## src/rtl/bp_cce_pkg.sv

```systemverilog
// Shared CCE types: pending-table operation codes and sweep FSM states.
package bp_cce_pkg;

  typedef enum logic [1:0] {
    e_pend_nop,
    e_pend_inc,
    e_pend_dec,
    e_pend_clr
  } bp_cce_pending_op_e;

  typedef enum logic [0:0] {
    e_init,
    e_ready
  } bp_cce_pending_state_e;

endpackage

```

## src/rtl/bp_cce_pending_sat_ctr.sv

```systemverilog
// Combinational saturating counter step: next count plus overflow/underflow flags.
module bp_cce_pending_sat_ctr
  import bp_cce_pkg::*;
#(
  parameter int cnt_width_p = 4
) (
  input  logic [cnt_width_p-1:0] cnt_i,
  input  bp_cce_pending_op_e     op_i,
  output logic [cnt_width_p-1:0] cnt_o,
  output logic                   overflow_o,
  output logic                   underflow_o
);

  localparam logic [cnt_width_p-1:0] max_lp = '1;
  localparam logic [cnt_width_p-1:0] one_lp = {{(cnt_width_p-1){1'b0}}, 1'b1};

  function automatic logic [cnt_width_p-1:0] sat_inc(input logic [cnt_width_p-1:0] c);
    return (c == max_lp) ? c : c + one_lp;
  endfunction

  function automatic logic [cnt_width_p-1:0] sat_dec(input logic [cnt_width_p-1:0] c);
    return (c == '0) ? c : c - one_lp;
  endfunction

  always_comb begin
    cnt_o       = cnt_i;
    overflow_o  = 1'b0;
    underflow_o = 1'b0;
    case (op_i)
      e_pend_inc: begin
        cnt_o      = sat_inc(cnt_i);
        overflow_o = (cnt_i == max_lp);
      end
      e_pend_dec: begin
        cnt_o       = sat_dec(cnt_i);
        underflow_o = (cnt_i == '0);
      end
      e_pend_clr: cnt_o = '0;
      default:    cnt_o = cnt_i;
    endcase
  end

endmodule

```

## src/rtl/bp_cce_pending_table.sv

```systemverilog
// Per-block pending-transaction table: saturating counters indexed by hashed block address,
// cleared by a post-reset sweep, with a registered write-first pending lookup.
module bp_cce_pending_table
  import bp_cce_pkg::*;
#(
  parameter int paddr_width_p  = 40,
  parameter int block_offset_p = 6,
  parameter int num_entries_p  = 64,
  parameter int cnt_width_p    = 4
) (
  input  logic                     clk_i,
  input  logic                     reset_i,
  output logic                     ready_o,
  input  logic                     w_v_i,
  input  logic [paddr_width_p-1:0] w_addr_i,
  input  logic [1:0]               w_op_i,
  input  logic                     r_v_i,
  input  logic [paddr_width_p-1:0] r_addr_i,
  output logic                     pending_v_o,
  output logic                     pending_o,
  output logic                     overflow_o,
  output logic                     underflow_o
);

  localparam int lg_entries_lp = $clog2(num_entries_p);
  localparam logic [lg_entries_lp-1:0] last_idx_lp = '1;

  bp_cce_pending_state_e     state_r;
  logic [lg_entries_lp-1:0]  sweep_idx_r;
  logic [cnt_width_p-1:0]    cnt_r [num_entries_p];

  logic                      w_acc, r_acc;
  logic [lg_entries_lp-1:0]  w_idx, r_idx;
  bp_cce_pending_op_e        w_op;
  logic [cnt_width_p-1:0]    w_cnt_next, r_cnt_post;
  logic                      w_ovf, w_unf;

  logic                      vld_p1, pend_p1, ovf_p1, unf_p1;

  // Only the index field of each address selects a counter.
  logic unused_addr_bits;
  assign unused_addr_bits = ^{w_addr_i, r_addr_i};

  assign ready_o = (state_r == e_ready);
  assign w_acc   = w_v_i & ready_o;
  assign r_acc   = r_v_i & ready_o;
  assign w_idx   = w_addr_i[block_offset_p +: lg_entries_lp];
  assign r_idx   = r_addr_i[block_offset_p +: lg_entries_lp];
  assign w_op    = w_acc ? bp_cce_pending_op_e'(w_op_i) : e_pend_nop;

  bp_cce_pending_sat_ctr #(
    .cnt_width_p(cnt_width_p)
  ) sat_ctr (
    .cnt_i      (cnt_r[w_idx]),
    .op_i       (w_op),
    .cnt_o      (w_cnt_next),
    .overflow_o (w_ovf),
    .underflow_o(w_unf)
  );

  // Write-first: a same-index write in this cycle is visible to the read.
  assign r_cnt_post = (w_acc && (w_idx == r_idx)) ? w_cnt_next : cnt_r[r_idx];

  always_ff @(posedge clk_i) begin
    if (reset_i) begin
      state_r     <= e_init;
      sweep_idx_r <= '0;
    end else if (state_r == e_init) begin
      sweep_idx_r <= sweep_idx_r + 1'b1;
      if (sweep_idx_r == last_idx_lp) state_r <= e_ready;
    end
  end

  always_ff @(posedge clk_i) begin
    if (state_r == e_init) begin
      cnt_r[sweep_idx_r] <= '0;
    end else if (w_acc) begin
      cnt_r[w_idx] <= w_cnt_next;
    end
  end

  // ---- stage p0 -> p1: registered lookup result and flag pulses ----
  always_ff @(posedge clk_i) begin
    if (reset_i) begin
      vld_p1 <= 1'b0;
      ovf_p1 <= 1'b0;
      unf_p1 <= 1'b0;
    end else begin
      vld_p1 <= r_acc;
      ovf_p1 <= w_ovf;
      unf_p1 <= w_unf;
    end
  end

  always_ff @(posedge clk_i) begin
    pend_p1 <= (r_cnt_post != '0);
  end

  assign pending_v_o = vld_p1;
  assign pending_o   = vld_p1 & pend_p1;
  assign overflow_o  = ovf_p1;
  assign underflow_o = unf_p1;

endmodule

```

## config.mk

```make
export PLATFORM = sky130hd
export DESIGN_NAME = bp_cce_pending_table
export DESIGN_NICKNAME = d
export VERILOG_FILES = /design/src/rtl/bp_cce_pkg.sv /design/src/rtl/bp_cce_pending_sat_ctr.sv /design/src/rtl/bp_cce_pending_table.sv
export SDC_FILE = /design/constraint.sdc
export NUM_CORES = 1
export LEC_CHECK = 0
export CAP_MARGIN = 20
export CELL_PAD_IN_SITES_DETAIL_PLACEMENT = 1
export CELL_PAD_IN_SITES_GLOBAL_PLACEMENT = 1
export CORE_MARGIN = 8
export CORE_UTILIZATION = 35
export CTS_CLUSTER_SIZE = 24
export DETAILED_ROUTE_END_ITERATION = 8
export GPL_TIMING_DRIVEN = 0
export PLACE_DENSITY_LB_ADDON = 0.1
export SKIP_CTS_REPAIR_TIMING = 1
export SYNTH_ARGS = -nofsm -noshare
export SYNTH_HDL_FRONTEND = slang
export SYNTH_HIERARCHICAL = 1
export SYNTH_SLANG_ARGS = --single-unit
```

## constraint.sdc

```tcl
create_clock -name clk_i -period 14.2 [get_ports clk_i]
set_input_delay 1.42 -clock clk_i [delete_from_list [all_inputs] [get_ports clk_i]]
set_output_delay 1.42 -clock clk_i [all_outputs]
set_load 0.1 [all_outputs]
```

# --- Yosys cells after proc, flatten, opt, wreduce, memory -nomap -nowiden ---
# Memory sizes are Yosys's and may differ from the RTL's.
# Index checks and enable logic that the tools add are counted.
totals:
  out_inout_bits: 5
  latchBits: 0
  ramBits: 256
  register_bits: 11
  n_memories: 1
  mem_bits_ro: 0
op_classes:
  div_mod_pow: 0
  mul: 0
  n_lt_le_gt_ge: 0
  addsub: 3
  n_shift: 0
  reduce_logical: 6
  eq_ne: 6
  n_mux: 14
  n_bitwise: 5
memory_table:
  columns: ["memory", "depth", "word_bits", "read_ports", "rd_ports_with_merged_regs", "wr", "line_no", "text"]
  rows:
  - ["cnt_r", 64, 4, 2, 0, 1, "bp_cce_pending_table.sv:30", "logic [cnt_width_p-1:0] cnt_r [num_entries_p];"]
ops:
  columns: ["op", "n"]
  rows:
  - ["$mux W4", 4]
  - ["$pmux W4 S3", 1]
  - ["$mux W1", 7]
  - ["$add A6 B1 Y6 const B", 1]
  - ["$eq A6 B6 Y1", 1]
  - ["$eq A6 B6 Y1 const B", 1]
  - ["$mux W6", 1]
  - ["$add A4 B1 Y4 const B", 1]
  - ["$eq A2 B2 Y1 const B", 2]
  - ["$eq A4 B4 Y1 const B", 1]
  - ["$logic_not A4 Y1", 1]
  - ["$reduce_bool A4 Y1", 1]
  - ["$reduce_or A2 Y1", 2]
  - ["$reduce_or A4 Y1", 1]
  - ["$sub A4 B1 Y4 const B", 1]
  - ["$and A1 B1 Y1", 3]
  - ["$eq A2 B1 Y1 const B", 1]
  - ["$mux W2", 1]
  - ["$not A1 Y1", 2]
  - ["$logic_and A1 B1 Y1", 1]

# --- Longest topological paths before layout ---
logic_depth:
  word_depth: 6
  depth_mapped: 14
  depth_no_buf: 11

# --- By module ---
# Netlist, hierarchy kept.
by_module_without_submodules:
  columns: ["mod", "area_each_um2", "seq_area_each_um2", "cells_each", "n_inst"]
  rows:
  - ["bp_cce_pending_table", 11895.2, 7907.6, 725, 1]
  - ["bp_cce_pending_sat_ctr", 271.5, 0.0, 39, 1]

# --- Least setup slack after synthesis ---
# Ideal clock, no wire load.
synth_timing:
  path_type: "in2reg"
  start: "input w_addr_i[7]"
  end: "memory cnt_r[0][0], data pin"
  arrival_time_ns: 5.449
  required_ns: 13.832
  setup_slack_ns: 8.383
  path_buffers: 3
  stages: 12
  cell_sequence: "clkbuf_1 > buf_2 > buf_1 > mux4_2 > mux4_2 > mux4_2 > inv_1 > ha_1 > or3b_4 > mux2i_1 > o221ai_1 > and3_1"
synth_between:
  elab_chain_cells: 5
  word_cells_on_any_way: 9
synth_lines:
  columns: ["element", "line_no", "text"]
  rows:
  - ["start, declared", "bp_cce_pending_table.sv:15", "input logic [paddr_width_p-1:0] w_addr_i,"]
  - ["$mem_v2 Z64 W4 *", null, null]
  - ["$sub A4 B1 Y4, or another cell as far along", "bp_cce_pending_sat_ctr.sv:22", "return (c == '0) ? c : c - one_lp;"]
  - ["$mux W4 (on tied branches)", "bp_cce_pending_sat_ctr.sv:22, bp_cce_pending_sat_ctr.sv:18", null]
  - ["$pmux W4 S3 *", "bp_cce_pending_sat_ctr.sv:29", "case (op_i)"]
  - ["via w_cnt_next[0]", "bp_cce_pending_table.sv:35", "logic [cnt_width_p-1:0] w_cnt_next, r_cnt_post;"]
  - ["$mux W4 (no source line) *", null, null]
  - ["end, declared", "bp_cce_pending_table.sv:30", null]
# Mark *: on every way through the listed nets, which the timed path passes. The rest lies on a longest branch.

# --- Worst setup path after layout ---
layout_timing:
  start: "input w_addr_i[7]"
  end: "register pend_p1"
layout_between:
  elab_chain_cells: 6
  word_cells_on_any_way: 12
layout_lines:
  columns: ["element", "line_no", "text"]
  rows:
  - ["$mem_v2 Z64 W4 *", null, null]
  - ["$sub A4 B1 Y4, or another cell as far along", "bp_cce_pending_sat_ctr.sv:22", null]
  - ["$mux W4 (on tied branches)", "bp_cce_pending_sat_ctr.sv:22, bp_cce_pending_sat_ctr.sv:18", null]
  - ["$pmux W4 S3 *", "bp_cce_pending_sat_ctr.sv:29", null]
  - ["via w_cnt_next[1]", "bp_cce_pending_table.sv:35", null]
  - ["$mux W4 *", "bp_cce_pending_table.sv:62", "assign r_cnt_post = (w_acc && (w_idx == r_idx)) ? w_cnt_next : cnt_r[r_idx];"]
  - ["$reduce_bool A4 Y1 *", "bp_cce_pending_table.sv:96", "pend_p1 <= (r_cnt_post != '0);"]
  - ["end signal, assigned", "bp_cce_pending_table.sv:96", null]
  - ["end, declared", "bp_cce_pending_table.sv:38", "logic vld_p1, pend_p1, ovf_p1, unf_p1;"]
# Marked as above.
# A chain may end at the register's enable or synchronous reset.

==> impl_metrics.tcl <==
set metrics [dict create \
    ff2ff_setup_slack_ns 9.68 \
    grt_overflow 0 \
    wl_met1_um 16410 \
    max-clock-path-buffers 3 \
    crit_family "multiplexers" \
    synth_fp_nets 853 \
    synth_mux_area_frac 0.1749 \
    power.leakage_nw 4.490 \
    firstDrtPassIters 5 \
    num_rows 68 \
    setup_tns_ns 0 \
    rsz0062_at_grt "no" \
    power.density_mw_per_mm2 121.7 \
    r2r.worst_path.cells 11 \
    hold_violations 0 \
    crit_buf_inv 4 \
    netlist_area_mm2 0.01217 \
    skew_ns 0.01348 \
    critPathLaunch "w_addr_i[7]" \
    synth_compound_area_frac 0.04258 \
    synth_fa_ha_area_frac 0.003085 \
    end_kind "flip-flop" \
    yosys.area.top_type_share 0.6318 \
    finalSetupViolations 0 \
    ys_warn_count 6 \
    antenna_found_initial 0 \
    drv_cap 0 \
    worstHoldStart "sweep_idx_r[0]$_SDFFE_PP0N_" \
    crit_top_cell "mux4_2" \
    ir_drop_uv 74.42 \
    yosys.area_share.simple 0.1018 \
    htree_levels 1 \
    min_period_ns 6.263 \
    crit_arrival_ns 6.67 \
    via_per_inst 5.713 \
    dpl_cell_area_mm2 0.01291 \
    fin_util 0.4016 \
    critical_path.max_fanout 10 \
    syn2layout_area_growth_pct 13.47 \
    wl_met2_um 18750 \
    cp_slowest_cell "buf_1" \
    die_area_mm2 0.04098 \
    synth_xor_area_frac 0.007199 \
    track_usage 0.1791 \
    wl_um 37280 \
    start_util 0.3540 \
    cts_root_buf "clkbuf_16" \
    insertion_delay_ns 0.56 \
    post-route-period-util 0.4410 \
    async_flop_share 0 \
    cts_tree "done" \
    path_cells "clkbuf_1 -> buf_2 -> buf_1 -> mux4_2 -> mux4_2 -> mux4_2 -> inv_1 -> ha_1 -> or3b_4 -> mux2i_1 -> o311ai_1 -> nor4_1 -> nor2_1 -> or4_1" \
    synth.most_common_cell "edfxtp_1" \
    cp.required_ns 14.61 \
    cts_buffers 29 \
    grt_pass1_vias 7816 \
    grt_pass1_wl_um 54480 \
    synth_cells 764 \
    clk_transition_reported_paths_ns 0.06 \
    stdcell_area_mm2 0.01381 \
    crit_path_max_incr_delay_ns 0.70 \
    port_buffers 15 \
    synth_ff_type "edfxtp_1" \
    die_w_um 202.4 \
    hp-class "reg -> reg" \
    insertedDiodeCount 0 \
    synth_seq_cells 267 \
    ys_types 52 \
    yosys-top-cells-area "edfxtp_1 (63%), mux4_2 (17%), nor2_1 (3.2%)" \
    run_status "completed" \
    die_h_um 202.4 \
    drt_iter0_drc 594 \
    drive_gt1_frac 0.1911 \
    nets 900 \
    routed-wl-met3_um 1592 \
    worst-path-stages 14 \
    synth_area_per_cell_um2 15.92 \
    gp_congestion 0.8826 \
    drcViolationCount 0 \
    maxUsedRoutingLayer "met4" \
    ioPinCount 91 \
    start_kind "input port" \
    antenna_left 0 \
    fmax_mhz 159.7 \
    seq_area_frac_synth 0.6499 \
    synth_commonest_cells "edfxtp_1 (256), nor2_1 (103), mux4_2 (90)" \
    whs_path_depth 2 \
    synth_top_family_by_area "multiplexers" \
    dp_hpwl_um 25830 \
    grt_max_degree 65 \
    drv_slew 0 \
    max_slew_margin 0.3362 \
    max_slew.worst_pin.slew_ns 0.9956 \
    core_area_mm2 0.03437 \
    wl_per_cell_um 28.97 \
    synth_edf_count 256 \
    vias 7352 \
    synth_top_area_cell "edfxtp_1" \
    cts.sinks 267 \
    crit_type "in -> reg" \
    r2r_start "cnt_r[26][0]$_DFFE_PP_" \
]
[cells by family after synthesis]
| logic type | Yosys count |
|---|---|
| AOI/OAI and AO/OA | 79 |
| muxes | 100 |
| adders and majority gates | 3 |
| xor gates and xnor gates | 10 |
| and+or+nand+nor | 250 |
| buffers and inverters | 55 |
| DFF | 267 |
[worst paths after layout]
| check | to |
|---|---|
| hold / removal | sweep_idx_r[0]$_SDFFE_PP0N_ |
| setup / recovery | pend_p1$_DFF_P_ |
| setup reg to reg | pend_p1$_DFF_P_ |
| hold reg to reg | sweep_idx_r[0]$_SDFFE_PP0N_ |
[worst min-delay path, delay by kind of cell, from the launching register on]
family        cells  cell delay (ns)
simple gates      2             0.16
flops             1             0.33
[metal layers]
metal,track usage,up-vias
li1,-,3200
met1,0.2422,3918
met2,0.3090,197
met3,0.02145,37
met4,0.03341,0
met5,0,-
[stage by stage]
stage	setup WS (ns)	instances	power [W]	hold slack (ns)
finish	7.937	1287	0.001681	0.5276
global route	7.757	1287	0.001727	0.5592
CTS	8.000	1286	0.001695	0.5382
detailed placement	7.421	1234	0.0009937	0.5294
global placement	5.765	1234	0.0009918	0.5034
floorplan	8.383	764	0.0009480	0.4886
[sequential cells by signal, indices dropped and copies added, names as in the netlist]
signal and cells:
sweep_idx_r 6, cnt_r 256, ready_o 1, pending_v_o 1, pend_p1 1, overflow_o 1
underflow_o 1
[report_power, final]
part / internal [W] / switching (W) / leakage (nW)
clock network: 0.000393 / 0.000310 / 0.426
logic: 0.0000469 / 0.0000727 / 1.38
registers: 0.000856 / 0.00000328 / 2.69
total: 0.00130 / 0.000386 / 4.49
[cell usage in the layout (no fill, tap or decap), drive strengths merged, types with 2 or more instances in the layout]
cell type / instances
mux4: 90
nor3b: 4
or4: 7
a211oi: 7
xor2: 5
o211ai: 2
a2111oi: 2
a21oi: 22
nor4b: 3
nand4: 2
or3: 3
and2: 3
o311ai: 5
ha: 3
mux2i: 9
nor2b: 9
a31oi: 6
nand2: 28
o21a: 4
clkdlybuf4s50: 15
clkinvlp: 6
clkbuf: 53
o31ai: 4
o22ai: 2
nand3: 13
edfxtp: 256
xnor2: 5
nor2: 103
dfxtp: 11
nor4: 32
nand2b: 6
nor3: 23
o21ai: 13
o41ai: 7
buf: 23
inv: 12
clkinv: 13
and3: 7
[layout make-up]
class / count / area [µm²]
sequential: 267 / 7908
tap: 455 / 569.3
timing repair buffer: 16 / 161.4
clock inverter: 21 / 155.1
buffer: 44 / 207.7
inverter: 11 / 41.29
multi-input combinational: 442 / 4030
fill: 3450 / 20570
clock buffer: 31 / 733.2
Note: power is estimated with default switching activity, not from simulation.
